### src/rtl/cv32e40p_ft_spare_voter.sv
// ---------------------------------------------------------------------------
// cv32e40p_ft_spare_voter
//
// Fault-tolerance controller for a bank of NUM_REPL identical functional-unit
// replicas (ALU, MULT, ...). Three "slots" feed a word-level majority vote.
// Every replica in a slot keeps a disagreement counter. When a counter reaches
// THRESH, that replica is marked permanently faulty. The controller then swaps
// a healthy spare into its slot. When no spare is left, it falls back to a
// duplex, detect-only mode. Replicas outside the active slots have their clock
// enables dropped.
//
// Ports
//   clk              clock
//   rst              synchronous, active-high reset
//   valid_i          replica results are valid this cycle (one vote)
//   result_i         replica r result at [r*DATA_W +: DATA_W]
//   voted_o          registered voted result (holds when no vote)
//   voted_valid_o    voted_o carries a fresh vote
//   err_detected_o   an active slot disagreed on the last vote
//   err_corrected_o  a 2-of-3 majority masked the disagreement
//   err_uncorr_o     no majority (3-way differ, duplex mismatch, or FAIL)
//   replica_en_o     per-replica clock enable (1 = occupies an active slot)
//   faulty_o         sticky permanent-fault mask
//   err_cnt_o        per-replica error counters, CNT_W bits each
//   state_o          00 TMR, 01 SWAP, 10 DUPLEX, 11 FAIL
// ---------------------------------------------------------------------------
module cv32e40p_ft_spare_voter #(
  parameter int NUM_REPL = 4,
  parameter int DATA_W   = 32,
  parameter int THRESH   = 8,
  parameter int CNT_W    = $clog2(THRESH + 1)
) (
  input  logic                       clk,
  input  logic                       rst,
  input  logic                       valid_i,
  input  logic [NUM_REPL*DATA_W-1:0] result_i,
  output logic [DATA_W-1:0]          voted_o,
  output logic                       voted_valid_o,
  output logic                       err_detected_o,
  output logic                       err_corrected_o,
  output logic                       err_uncorr_o,
  output logic [NUM_REPL-1:0]        replica_en_o,
  output logic [NUM_REPL-1:0]        faulty_o,
  output logic [NUM_REPL*CNT_W-1:0]  err_cnt_o,
  output logic [1:0]                 state_o
);

  localparam int SW = (NUM_REPL > 1) ? $clog2(NUM_REPL) : 1;
  localparam logic [CNT_W-1:0] TH = CNT_W'(THRESH);

  typedef enum logic [1:0] {
    ST_TMR    = 2'b00,
    ST_SWAP   = 2'b01,
    ST_DUPLEX = 2'b10,
    ST_FAIL   = 2'b11
  } state_t;

  state_t              r_state, w_state_nxt;
  logic [SW-1:0]       r_slot [3];
  logic [SW-1:0]       w_slot_nxt [3];
  logic [NUM_REPL-1:0] r_faulty, w_faulty_nxt, w_new_faulty;
  logic [CNT_W-1:0]    r_cnt [NUM_REPL];
  logic [CNT_W-1:0]    w_cnt_nxt [NUM_REPL];
  logic [DATA_W-1:0]   r_voted, w_voted_nxt;
  logic                r_vvalid, r_det, r_cor, r_unc;
  logic                w_det_nxt, w_cor_nxt, w_unc_nxt;

  logic [DATA_W-1:0]   w_res [NUM_REPL];
  logic [DATA_W-1:0]   w_a, w_b, w_c;
  logic                w_eq01, w_eq02, w_eq12, w_major;
  logic [2:0]          w_dissent;

  logic                w_fslot_vld, w_spare_vld, w_pending;
  logic [1:0]          w_fslot;
  logic [SW-1:0]       w_spare, w_h0, w_h1;
  logic [SW:0]         w_healthy_cnt;

  for (genvar g = 0; g < NUM_REPL; g++) begin : g_repl
    assign w_res[g] = result_i[g*DATA_W +: DATA_W];
    assign err_cnt_o[g*CNT_W +: CNT_W] = r_cnt[g];
  end

  assign w_a    = w_res[r_slot[0]];
  assign w_b    = w_res[r_slot[1]];
  assign w_c    = w_res[r_slot[2]];
  assign w_eq01 = (w_a == w_b);
  assign w_eq02 = (w_a == w_c);
  assign w_eq12 = (w_b == w_c);
  assign w_major = w_eq01 | w_eq02 | w_eq12;

  // Bit k marks slot k as the lone dissenter. It stays empty when all three
  // slots agree, and also when all three differ.
  always_comb begin
    w_dissent = 3'b000;
    if (w_eq01 && !w_eq02)      w_dissent = 3'b100;
    else if (w_eq02 && !w_eq01) w_dissent = 3'b010;
    else if (w_eq12 && !w_eq01) w_dissent = 3'b001;
  end

  // Vote, flags and counters. Faulty replicas still parked in a slot during
  // SWAP take part in the vote, but they are never counted.
  always_comb begin
    w_voted_nxt  = r_voted;
    w_det_nxt    = 1'b0;
    w_cor_nxt    = 1'b0;
    w_unc_nxt    = 1'b0;
    w_cnt_nxt    = r_cnt;
    w_new_faulty = '0;
    if (valid_i) begin
      case (r_state)
        ST_TMR, ST_SWAP: begin
          w_voted_nxt = (w_eq12 && !w_eq01) ? w_b : w_a;
          if (!w_major) begin
            w_det_nxt = 1'b1;
            w_unc_nxt = 1'b1;
          end else begin
            w_det_nxt = |w_dissent;
            w_cor_nxt = |w_dissent;
            for (int k = 0; k < 3; k++) begin
              if (!r_faulty[r_slot[k]]) begin
                if (w_dissent[k]) begin
                  if (r_cnt[r_slot[k]] != TH)
                    w_cnt_nxt[r_slot[k]] = r_cnt[r_slot[k]] + 1'b1;
                end else if (r_cnt[r_slot[k]] != '0) begin
                  w_cnt_nxt[r_slot[k]] = r_cnt[r_slot[k]] - 1'b1;
                end
                if (w_cnt_nxt[r_slot[k]] == TH) w_new_faulty[r_slot[k]] = 1'b1;
              end
            end
          end
        end
        default: begin
          w_voted_nxt = w_a;
          if (r_state == ST_DUPLEX && !w_eq01) begin
            w_det_nxt = 1'b1;
            w_unc_nxt = 1'b1;
          end
        end
      endcase
    end
    w_faulty_nxt = r_faulty | w_new_faulty;
  end

  // Swap bookkeeping. Lowest faulty slot, lowest healthy spare, whether
  // another slot still needs a swap, and the two lowest healthy replicas
  // for the duplex fallback.
  always_comb begin
    w_fslot_vld = 1'b0;
    w_fslot     = 2'd0;
    for (int k = 2; k >= 0; k--) begin
      if (r_faulty[r_slot[k]]) begin
        w_fslot_vld = 1'b1;
        w_fslot     = 2'(k);
      end
    end
    w_spare_vld = 1'b0;
    w_spare     = '0;
    for (int r = NUM_REPL - 1; r >= 0; r--) begin
      if (!r_faulty[r] && r_slot[0] != SW'(r) && r_slot[1] != SW'(r) &&
          r_slot[2] != SW'(r)) begin
        w_spare_vld = 1'b1;
        w_spare     = SW'(r);
      end
    end
    w_pending = 1'b0;
    for (int k = 0; k < 3; k++) begin
      if (2'(k) != w_fslot && w_faulty_nxt[r_slot[k]]) w_pending = 1'b1;
    end
    w_healthy_cnt = '0;
    w_h0          = '0;
    w_h1          = '0;
    for (int r = 0; r < NUM_REPL; r++) begin
      if (!w_faulty_nxt[r]) begin
        if (w_healthy_cnt == '0)                  w_h0 = SW'(r);
        else if (w_healthy_cnt == (SW+1)'(1))     w_h1 = SW'(r);
        w_healthy_cnt = w_healthy_cnt + 1'b1;
      end
    end
  end

  // Next state and slot mapping. Each SWAP cycle repairs one slot.
  always_comb begin
    w_state_nxt = r_state;
    w_slot_nxt  = r_slot;
    case (r_state)
      ST_TMR: if (|w_new_faulty) w_state_nxt = ST_SWAP;
      ST_SWAP: begin
        if (!w_fslot_vld) begin
          w_state_nxt = ST_TMR;
        end else if (w_spare_vld) begin
          w_slot_nxt[w_fslot] = w_spare;
          w_state_nxt = w_pending ? ST_SWAP : ST_TMR;
        end else if (w_healthy_cnt >= (SW+1)'(2)) begin
          w_slot_nxt[0] = w_h0;
          w_slot_nxt[1] = w_h1;
          w_state_nxt   = ST_DUPLEX;
        end else begin
          if (w_healthy_cnt == (SW+1)'(1)) w_slot_nxt[0] = w_h0;
          w_state_nxt = ST_FAIL;
        end
      end
      default: ;
    endcase
  end

  always_ff @(posedge clk) begin
    if (rst) begin
      r_state  <= ST_TMR;
      r_slot[0] <= SW'(0);
      r_slot[1] <= SW'(1);
      r_slot[2] <= SW'(2);
      r_faulty <= '0;
      for (int r = 0; r < NUM_REPL; r++) r_cnt[r] <= '0;
      r_voted  <= '0;
      r_vvalid <= 1'b0;
      r_det    <= 1'b0;
      r_cor    <= 1'b0;
      r_unc    <= 1'b0;
    end else begin
      r_state  <= w_state_nxt;
      r_slot   <= w_slot_nxt;
      r_faulty <= w_faulty_nxt;
      r_cnt    <= w_cnt_nxt;
      r_voted  <= w_voted_nxt;
      r_vvalid <= valid_i;
      r_det    <= w_det_nxt;
      r_cor    <= w_cor_nxt;
      r_unc    <= w_unc_nxt;
    end
  end

  // Only the slots that feed the vote are clocked. Slot2 is idle in duplex.
  always_comb begin
    replica_en_o            = '0;
    replica_en_o[r_slot[0]] = 1'b1;
    replica_en_o[r_slot[1]] = 1'b1;
    if (r_state == ST_TMR || r_state == ST_SWAP) replica_en_o[r_slot[2]] = 1'b1;
  end

  assign voted_o         = r_voted;
  assign voted_valid_o   = r_vvalid;
  assign err_detected_o  = r_det;
  assign err_corrected_o = r_cor;
  assign err_uncorr_o    = r_unc | (r_state == ST_FAIL);
  assign faulty_o        = r_faulty;
  assign state_o         = r_state;

endmodule

### config.mk
export PLATFORM = sky130hd
export DESIGN_NAME = cv32e40p_ft_spare_voter
export DESIGN_NICKNAME = d
export VERILOG_FILES = /design/src/rtl/cv32e40p_ft_spare_voter.sv
export SDC_FILE = /design/constraint.sdc
export NUM_CORES = 1
export LEC_CHECK = 0
export ABC_CLOCK_PERIOD_IN_PS = 14200
export CORE_ASPECT_RATIO = 0.75
export CORE_MARGIN = 3
export CORE_UTILIZATION = 30
export CTS_CLUSTER_SIZE = 12
export DETAILED_ROUTE_END_ITERATION = 6
export GPL_TIMING_DRIVEN = 0
export PLACE_DENSITY_LB_ADDON = 0.05
export SLEW_MARGIN = 20
export SYNTH_ARGS = -nofsm -noshare
export SYNTH_HDL_FRONTEND = slang
export SYNTH_SLANG_ARGS = --single-unit
### constraint.sdc
create_clock -name clk -period 14.2 [get_ports clk]
set_input_delay 1.42 -clock clk [delete_from_list [all_inputs] [get_ports clk]]
set_output_delay 1.42 -clock clk [all_outputs]
set_load 0.03 [all_outputs]
# Word-level counts from Yosys, hierarchy flattened
# Index checks and enable logic that the tools add are counted.
[op_classes]
n_addsub = 9
n_mul = 0
div_mod_pow = 0
order_cmp = 15
eq_ne = 28
shifts = 0
muxes = 162
bitwise = 15
reduce_logical = 57
[ops]
columns = ["cell", "count"]
rows = [
  ["16-bit 2-to-1 mux", 30],
  ["32-bit 2-to-1 mux", 8],
  ["32-bit binary-select mux with 2-bit select", 3],
  ["4-bit 2-to-1 mux", 32],
  ["16-bit bitwise mux", 6],
  ["32-bit equality test", 3],
  ["2-bit 2-to-1 mux", 25],
  ["4-bit binary-select mux with 2-bit select", 6],
  ["1-bit 2-to-1 mux", 33],
  ["1-bit logical AND", 26],
  ["4-bit demux with 2-bit select", 3],
  ["4-bit bitwise OR", 5],
  ["2-bit != test, second input constant", 7],
  ["4-bit by 1-bit adder with 4-bit output, second input constant", 3],
  ["1-bit binary-select mux with 2-bit select", 6],
  ["3-bit by 1-bit equality test with 1-bit output, second input constant", 4],
  ["4-bit equality test, second input constant", 3],
  ["3-bit greater-or-equal comparator, second input constant", 4],
  ["3-bit by 1-bit less-than comparator with 1-bit output, second input constant", 4],
  ["3-bit 2-to-1 mux", 4],
  ["4-bit != test, second input constant", 3],
  ["2-bit NOT with 3-bit output", 4],
  ["3-bit AND reduction", 4],
  ["2-bit nonzero test", 6],
  ["26 further kinds", 54],
]
[word_totals]
reg_bits = 64
latch_bits = 0
ramBits = 0
rom_bits = 0
in_bits = 131
elab_cells = 300
mem_count = 0

# Logic depth before layout (Yosys ltp)
# Gate-level depths: netlist of run 1.
[logic_depth]
word_depth = 60
depth_mapped = 27

# Least setup slack after synthesis of run 1
# Ideal clock, no wire load.
[synth_timing]
kind = "in2reg"
start = "in result_i[116]"
end = "reg r_slot[5] (netlist bit)"
setup_time_ns = 0.123
arrival_ns = 6.425
required_time_ns = 14.077
path_slack_ns = 7.652
stages = 22
path_cell_list = "mux4_2 -> xnor2_1 -> nand4_1 -> nor4_1 -> and2_1 -> buf_2 -> nand2_1 -> buf_2 -> buf_4 -> o41ai_1 -> o311ai_1 -> a2111o_1 -> a41o_1 -> buf_2 -> ha_1 -> xnor2_4 -> inv_1 -> ha_1 -> o21a_1 -> and3_1 -> a211o_1 -> mux2_1"
[synth_via]
elab_chain_cells = 57
elab_cells_between_ends = 103
cone_classes = "3 x add/sub; 1 x order compare; 7 x eq/ne; 78 x mux; 5 x bitwise; 9 x reduce/logical"
[synth_rtl]
columns = ["element", "line", "source"]
rows = [
  ["from (decl)", "36", "input logic [NUM_REPL*DATA_W-1:0] result_i,"],
  ["32-bit binary-select mux with 2-bit select, on equally long branches", "83, 84", ""],
  ["32-bit 2-to-1 mux, on equally long branches (2 in a row)", "83, 84", ""],
  ["32-bit equality test", "86", "assign w_eq01 = (w_a == w_b);"],
  ["1-bit zero test", "96, 97", ""],
  ["1-bit logical AND", "97", "else if (w_eq12 && !w_eq01) w_dissent = 3'b001;"],
  ["1-bit 2-to-1 mux", "97", ""],
  ["2-bit 2-to-1 mux", "96", "else if (w_eq02 && !w_eq01) w_dissent = 3'b010;"],
  ["3-bit 2-to-1 mux", "95", "if (w_eq01 && !w_eq02) w_dissent = 3'b100;"],
  ["[30 not listed]", "-", ""],
  ["4-bit equality test", "127", "if (w_cnt_nxt[r_slot[k]] == TH) w_new_faulty[r_slot[k]] = 1'b1;"],
  ["4-bit 2-to-1 mux", "127", ""],
  ["4-bit 2-to-1 mux", "120", "if (!r_faulty[r_slot[k]]) begin"],
  ["4-bit 2-to-1 mux (*)", "113", "if (!w_major) begin"],
  ["4-bit 2-to-1 mux (*)", "110", "case (r_state)"],
  ["4-bit 2-to-1 mux (*)", "109", "if (valid_i) begin"],
  ["4-bit bitwise OR (*)", "141", "w_faulty_nxt = r_faulty | w_new_faulty;"],
  ["parallel branches: the longest is 11 deep, another holds 3-bit by 1-bit adder with 3-bit output", "-", ""],
  ["to (signal assigned)", "221", "r_slot <= w_slot_nxt;"],
  ["to (decl)", "59", "logic [SW-1:0] r_slot [3];"],
]
# Mark *: on every way between the ends. The select of a mux whose other input is x is not followed.
# A chain may end at the register's enable or synchronous reset.

# Final worst setup path of run 1
[layout_timing]
start = "reg r_slot[1] (netlist bit)"
end = "reg r_slot[5] (netlist bit)"
[layout_via]
elab_chain_cells = 57
elab_cells_between_ends = 144
cone_classes = "5 x add/sub; 7 x order compare; 10 x eq/ne; 98 x mux; 7 x bitwise; 17 x reduce/logical"
[layout_rtl]
columns = ["element"]
rows = [
  ["parallel branches: the longest is 57 deep, another holds 32-bit binary-select mux with 2-bit select"],
]
# Parallel ways; which one is timed is not known. The select of a mux whose other input is x is not followed.

==> summary.md, run 1 <==
| Metric | Value |
|---|---|
| Status | finished, final reports clean |
| CTS Root Cell | clkbuf_16 |
| Worst slew margin | 0.265 |
| Post-synth ARST share | 0 |
| Nets | 1669 |
| Syn_area_per_cell | 8.18 sq um |
| Sequential fraction of the synthesis area | 0.118 |
| First-pass GRT wire length | 87200 um |
| Crit path launch type | flop |
| Share of layout cells above drive strength 1 | 0.130 |
| Critical path required time | 14440 ps |
| CTS H-Tree Depth | 3 |
| Number of buffers added on ports | 191 |
| Vias per inst | 6.35 |
| RSZ-0062 raised after global routing | false |
| Initial core utilization | 0.309 |
| Vias in the first global route | 11900 |
| Top-area cell type share of the netlist area | 0.224 |
| Final Critical Period | 8750 ps |
| Synth cell types | 82 |
| Largest net degree at the start of global routing | 14 |
| Leakage power | 0.00436 uW |
| Detailed Route Iter0 Violations | 1674 |
| Hold Path Depth | 2 |
| Final Max Slew Viols | 0 |
| Clock transition at the registers of the reported paths | 60 ps |
| Vias | 12600 |
| Net Count, Synth | 1467 |
| Final hold violations | 0 |
| Worst-Skew Late Latency | 370 ps |
| Synth area leader | mux4_2 |
| CTS Buf Count | 9 |
| Full die area | 0.0385 sq mm |
| Synth Cell Area | 0.0108 sq mm |
| Largest cells by area after synthesis | mux4_2 (22%), dfxtp_1 (12%), xnor2_1 (8.7%) |
| Core footprint | 0.0351 sq mm |
| Area of the multi-input gates | 0.00897 sq mm |
| Hold_buf cts | 0 |
| FF-to-FF Start | r_slot[1]$_SDFFE_PP1P_ |
| Worst reg2reg path depth | 24 |
| Worst setup EP type | flop |
| Crit path DAT | 9000 ps |
| Die width | 226 um |
| Power per standard cell area | 44.3 mW/mm^2 |
| Min-delay src | voted_o[5]$_SDFFE_PP0P_ |
| R2r setup slk | 5450 ps |
| Post-DR wirelength/cell | 31.4 um |
| Worst Tran Pin Value | 1090 ps |
| # fillers | 3724 |
| GR Overflow Total | 0 |
| Finish-stage setup viols | 0 |
| DRC viols | 0 |
| Total track usage | 0.317 |
| Cell count after synthesis | 1326 |
| DP Wirelength | 50800 um |
| WL final | 62400 um |
| Total power | 605 uW |
| Hold path endpoint | voted_o[5]$_SDFFE_PP0P_ |
| Hold WS | 483 ps |
| Ys flop type | dfxtp_1 |
| Top-count cell post-synth | nor2_1 |
| Routability cong. | 1.02 |
| TritonRoute pass-1 iters | 6 |
| Die Height | 171 um |
| ANT nets after route | 0 |
| # IOs | 193 |
| Initial antenna violation count | 3 |
| N_diodes | 0 |
| Setup TNS | 0 ps |
| EDFF count, synth | 0 |
| PostCTS Resize Cnt | 0 |
| Critical path peak fanout | 10 |
| Reg2reg end | r_slot[5]$_SDFFE_PP0P_ |
| Min-delay worst type | reg -> reg |
| #FFs+latches synth | 64 |
| Synth Warn # | 0 |
| Clock Skews | 14.1 ps |
| Setup CP Type | reg -> reg |
| F_max | 114 MHz |
| Postcts setup bufs | 0 |
| MaxCap Viol Count | 0 |
| FF/Latch Area | 0.00128 sq mm |
| VDD IR max | 0.0553 mV |
| Area Growth Syn to Fin | 25.8% |
| Core Rows | 59 |
| Final period utilization | 0.616 |
| TritonCTS clock tree | built |
| Synth cell count leaders | nor2_1 (164), mux4_2 (108), xnor2_1 (108), nand2_1 (103), a21oi_1 (80) |
| Clk sinks | 64 |
| Clock Tree Buf Depth | 2 |
==> worst max path at each step <==
stage                                         to                   start  slack, ps  cells after the start
after CTS                 r_slot[5]$_SDFFE_PP0P_           result_i[104]       5770                     23
after global routing      r_slot[5]$_SDFFE_PP0P_  r_slot[1]$_SDFFE_PP1P_       5180                     24
after floorplan           r_slot[5]$_SDFFE_PP0P_           result_i[116]       7650                     22
after global placement    r_slot[5]$_SDFFE_PP0P_           result_i[104]       5240                     21
after detailed placement  r_slot[5]$_SDFFE_PP0P_           result_i[104]       5410                     23
final                     r_slot[5]$_SDFFE_PP0P_  r_slot[1]$_SDFFE_PP1P_       5450                     24
==> cells by family after synthesis <==
logic type | after synthesis | share of synthesized area
simple gates | 473 | 0.206
compound gates | 347 | 0.217
mux | 182 | 0.294
buf+inv | 132 | 0.0562
xor+xnor | 118 | 0.0970
flops | 64 | 0.118
fa+ha+maj | 10 | 0.0115
==> cell type report <==
| type | instances | share of cell area |
|---|---|---|
| clock buffer | 9 | 0.0165 |
| timing repair buffer | 191 | 0.140 |
| sequential | 64 | 0.0939 |
| inverter | 22 | 0.00605 |
| tap | 457 | 0.0419 |
| clock inverter | 7 | 0.00578 |
| multi-input combinational | 1130 | 0.657 |
| buffer | 110 | 0.0386 |
==> layout by cell type, fill, tap and decap left out, types with 61 or more instances in the layout <==
cell type        synthesis  layout
nor2_1                 164     164
clkbuf_1                63      63
mux2i_1                 61      61
clkdlybuf4s50_1          0     191
mux4_2                 108     108
dfxtp_1                 64      64
xnor2_1                108     108
o21ai_0                 64      62
nand2_1                103     103
a21oi_1                 80      80
==> per-stage QoR <==
step,setup WS [ps],cell area [sq um],utilization,std cells
floorplan,7650,10800,-,1326
global placement,5240,13300,0.379,1974
detailed placement,5410,13300,0.380,1974
CTS,5770,13600,0.388,1990
global route,5180,13600,0.388,1990
finish,5450,13600,0.388,1990
==> sequential cells by signal, summed over array words and instances (netlist names) <==
register         flops
err_cnt_o           16
err_corrected_o      1
err_detected_o       1
faulty_o             4
r_slot               6
r_unc                1
state_o              2
voted_o             32
voted_valid_o        1
==> metal layers <==
metal,global-route usage,vias up,part of all wire
li1,-,5504,-
met1,0.481,6375,0.46
met2,0.417,695,0.39
met3,0.129,64,0.13
met4,0.0538,4,0.015
met5,0,-,0.00040
==> power breakdown <==
| part | total [uW] | leakage, uW | internal, uW | switching (uW) |
|---|---|---|---|---|
| combinational | 174 | 0.00370 | 87.7 | 85.9 |
| sequential | 190 | 0.000525 | 187 | 3.89 |
| clock | 241 | 0.000139 | 138 | 104 |
==> critical path, stage by stage (launching register included) <==
cell	delay, ps
dfxtp_1	310
clkbuf_1	650
buf_1	790
mux4_2	450
xnor2_1	450
nand4_1	170
nor4_1	450
nand2_1	140
buf_2	290
nor2_1	380
buf_2	350
nor2_1	90
a221oi_1	760
a31oi_1	230
nor4_1	600
a31o_2	300
a21oi_2	140
ha_1	440
xnor2_4	230
inv_1	60
ha_1	300
o21a_1	200
and3_1	220
a211o_1	300
mux2_1	310
No activity file was read; power rests on OpenSTA's default activity.
==> inputs of run 2 (changes only) <==
- ABC_CLOCK_PERIOD_IN_PS: 14200 -> 8300
- clock period: 14.2 -> 8.3 ns (I/O delays scaled with it)
==> summary.md, run 2 (synthesized netlist as in run 1, its figures left out) <==
| Metric | Value |
|---|---|
| Core Rows | 59 (unchanged) |
| Vias in the first global route | 11900 (unchanged) |
| Critical path peak fanout | 10 (unchanged) |
| ANT nets after route | 0 (unchanged) |
| FF-to-FF Start | r_slot[1]$_SDFFE_PP1P_ (unchanged) |
| DRC viols | 0 (unchanged) |
| Postcts setup bufs | 0 (unchanged) |
| VDD IR max | 0.0942 mV (was 0.0553 mV) |
| CTS Root Cell | clkbuf_16 (unchanged) |
| Cell repeated most along the worst path | buf_2 |
| Vias | 12600 (about the same) |
| Worst setup margin | 147 ps (was 5450 ps) |
| Crit path DAT | 8400 ps (was 9000 ps) |
| Crit path from | r_slot[1]$_SDFFE_PP1P_ (unchanged) |
| Commonest cells after routing, fill and taps aside | clkdlybuf4s50_1 (191), nor2_1 (164), mux4_2 (108), xnor2_1 (108), nand2_1 (103) (unchanged) |
| Critical path required time | 8540 ps (was 14440 ps) |
| First-pass GRT wire length | 87200 um (unchanged) |
| CTS H-Tree Depth | 3 (unchanged) |
| Combinational share of power | 0.287 (about the same) |
| Commonest non-fill, non-tap cell in the layout | clkdlybuf4s50_1 (unchanged) |
| Core footprint | 0.0351 sq mm (unchanged) |
| Cell Chain, Critical Path | buf_2, mux4_2, xnor2_1, nand4_1, nor4_1, and2_1, buf_2, nand2_1, buf_2, buf_4, o41ai_1, o311ai_1, a2111o_1, a41o_1, buf_2, ha_1, xnor2_4, inv_1, ha_1, o21a_1, and3_1, a211o_1, mux2_1 (was clkbuf_1, buf_1, mux4_2, xnor2_1, nand4_1, nor4_1, nand2_1, buf_2, nor2_1, buf_2, nor2_1, a221oi_1, a31oi_1, nor4_1, a31o_2, a21oi_2, ha_1, xnor2_4, inv_1, ha_1, o21a_1, and3_1, a211o_1, mux2_1) |
| Largest net degree at the start of global routing | 14 (unchanged) |
| CTS Buf Count | 9 (unchanged) |
| Share of layout cells above drive strength 1 | 0.135 (was 0.130) |
| Hold WS | 483 ps (about the same) |
| Full die area | 0.0385 sq mm (unchanged) |
| MaxCap Viol Count | 0 (unchanged) |
| Sw Share | 0.319 (about the same) |
| Finish-stage setup viols | 0 (unchanged) |
| TritonRoute pass-1 iters | 6 (unchanged) |
| Die width | 226 um (unchanged) |
| Die Height | 171 um (unchanged) |
| WL final | 62400 um (about the same) |
| Min-delay worst type | reg -> reg (unchanged) |
| Power per standard cell area | 75.8 mW/mm^2 (was 44.3 mW/mm^2) |
| Post-DR wirelength/cell | 31.4 um (about the same) |
| Total track usage | 0.317 (unchanged) |
| GR Overflow Total | 0 (unchanged) |
| Vias per inst | 6.36 (was 6.35) |
| Final period utilization | 0.982 (was 0.616) |
| Max reg flops | 32 (unchanged) |
| Clk network pwr share | 0.398 (about the same) |
| N_diodes | 0 (unchanged) |
| Worst slew margin | 0.226 (was 0.265) |
| Slowest Stage Delay on Critical Path | 830 ps (was 790 ps) |
| Sw Pwr | 330 uW (was 193 uW) |
| Nets | 1667 (was 1669) |
| Setup CP Type | reg -> reg (unchanged) |
| Area Growth Syn to Fin | 25.9% (was 25.8%) |
| Hold_buf cts | 0 (unchanged) |
| Clock Skews | 13.2 ps (was 14.1 ps) |
| Internal | 704 uW (was 412 uW) |
| Clk sinks | 64 (unchanged) |
| Initial core utilization | 0.309 (unchanged) |
| R2r setup slk | 150 ps (was 5450 ps) |
| CP max-delay cell | o41ai_1 (was buf_1) |
| Routability cong. | 1.02 (unchanged) |
| Final hold violations | 0 (unchanged) |
| Setup WS pre-CTS | -97.4 ps (was 5410 ps) |
| Min-delay src | voted_o[5]$_SDFFE_PP0P_ (unchanged) |
| F_max | 123 MHz (was 114 MHz) |
| Final Max Slew Viols | 0 (unchanged) |
| TritonCTS clock tree | built (unchanged) |
| # IOs | 193 (unchanged) |
| Seq pwr share | 0.315 (about the same) |
| Detailed Route Iter0 Violations | 1593 (was 1674) |
| Number of buffers added on ports | 191 (unchanged) |
| Clock Tree Buf Depth | 2 (unchanged) |
| Leakage power | 0.00438 uW (was 0.00436 uW) |
| Initial antenna violation count | 3 (unchanged) |
| RSZ-0062 raised after global routing | false (unchanged) |
| Worst-Skew Late Latency | 370 ps (about the same) |
| Clock transition at the registers of the reported paths | 60 ps (about the same) |
| Crit path launch type | flop (unchanged) |
| DP Wirelength | 50800 um (unchanged) |
| Final Critical Period | 8150 ps (was 8750 ps) |
| Worst setup EP type | flop (unchanged) |
| Status | finished, final reports clean (unchanged) |
| Worst Tran Pin Value | 1150 ps (was 1090 ps) |
## run 2: cell type report
cell class	instances	area (sq um)
fillers	3718	21500
multi-input cells	1130	8970
repair buffers	191	1910
flip-flops and latches	64	1280
well taps	457	572
plain buffers	108	527
clock buffers	9	225
inverters	22	82.6
clock inverters	7	78.8
## run 2: power by group through the flow
stage	Sequential [uW]	Clock [uW]	Combinational, uW
after global routing	327	433	311
after floorplan	355	0	121
after global placement	333	0	290
after CTS	326	421	292
final	326	411	297
after detailed placement	333	0	291
## run 2: path summary, 6_finish.rpt
check,end,cells past startpoint
worst min register to register,voted_o[5]$_SDFFE_PP0P_,2
worst min-delay path,voted_o[5]$_SDFFE_PP0P_,2
worst max register to register,r_slot[5]$_SDFFE_PP0P_,23
worst max-delay path,r_slot[5]$_SDFFE_PP0P_,23
## run 2: timing repair
item,4_1_cts,5_1_grt
setup endpoints to repair,4,5
gates cloned,0,0
resized for setup,2,10
## run 2: metal layers
layer  vias up  GRT usage  part of all wire
li1       5513          -                 -
met1      6358      0.481              0.47
met2       697      0.417              0.39
met3        68      0.129              0.13
met4         4     0.0538             0.015
met5         -          0           0.00040
## run 2: critical path, delay by kind of cell (launching register included)
family | cells | cell delay, ps
XOR/XNOR | 2 | 700
AND/OR/NAND/NOR | 5 | 1320
multiplexers | 2 | 720
buffers and inverters | 6 | 1520
flip-flops | 1 | 770
AO/OA/AOI/OAI | 6 | 2280
adder cells (fa/ha/maj) | 2 | 690
## run 2: metrics by stage
stage / area [sq um] / cells / power (uW) / setup TNS, ps / util
floorplan: 10800 / 1326 / 476 / 0 / -
global placement: 13300 / 1974 / 623 / -735 / 0.379
detailed placement: 13300 / 1974 / 624 / -235 / 0.380
CTS: 13600 / 1990 / 1040 / 0 / 0.388
global route: 13700 / 1988 / 1070 / 0 / 0.388
finish: 13700 / 1988 / 1030 / 0 / 0.388
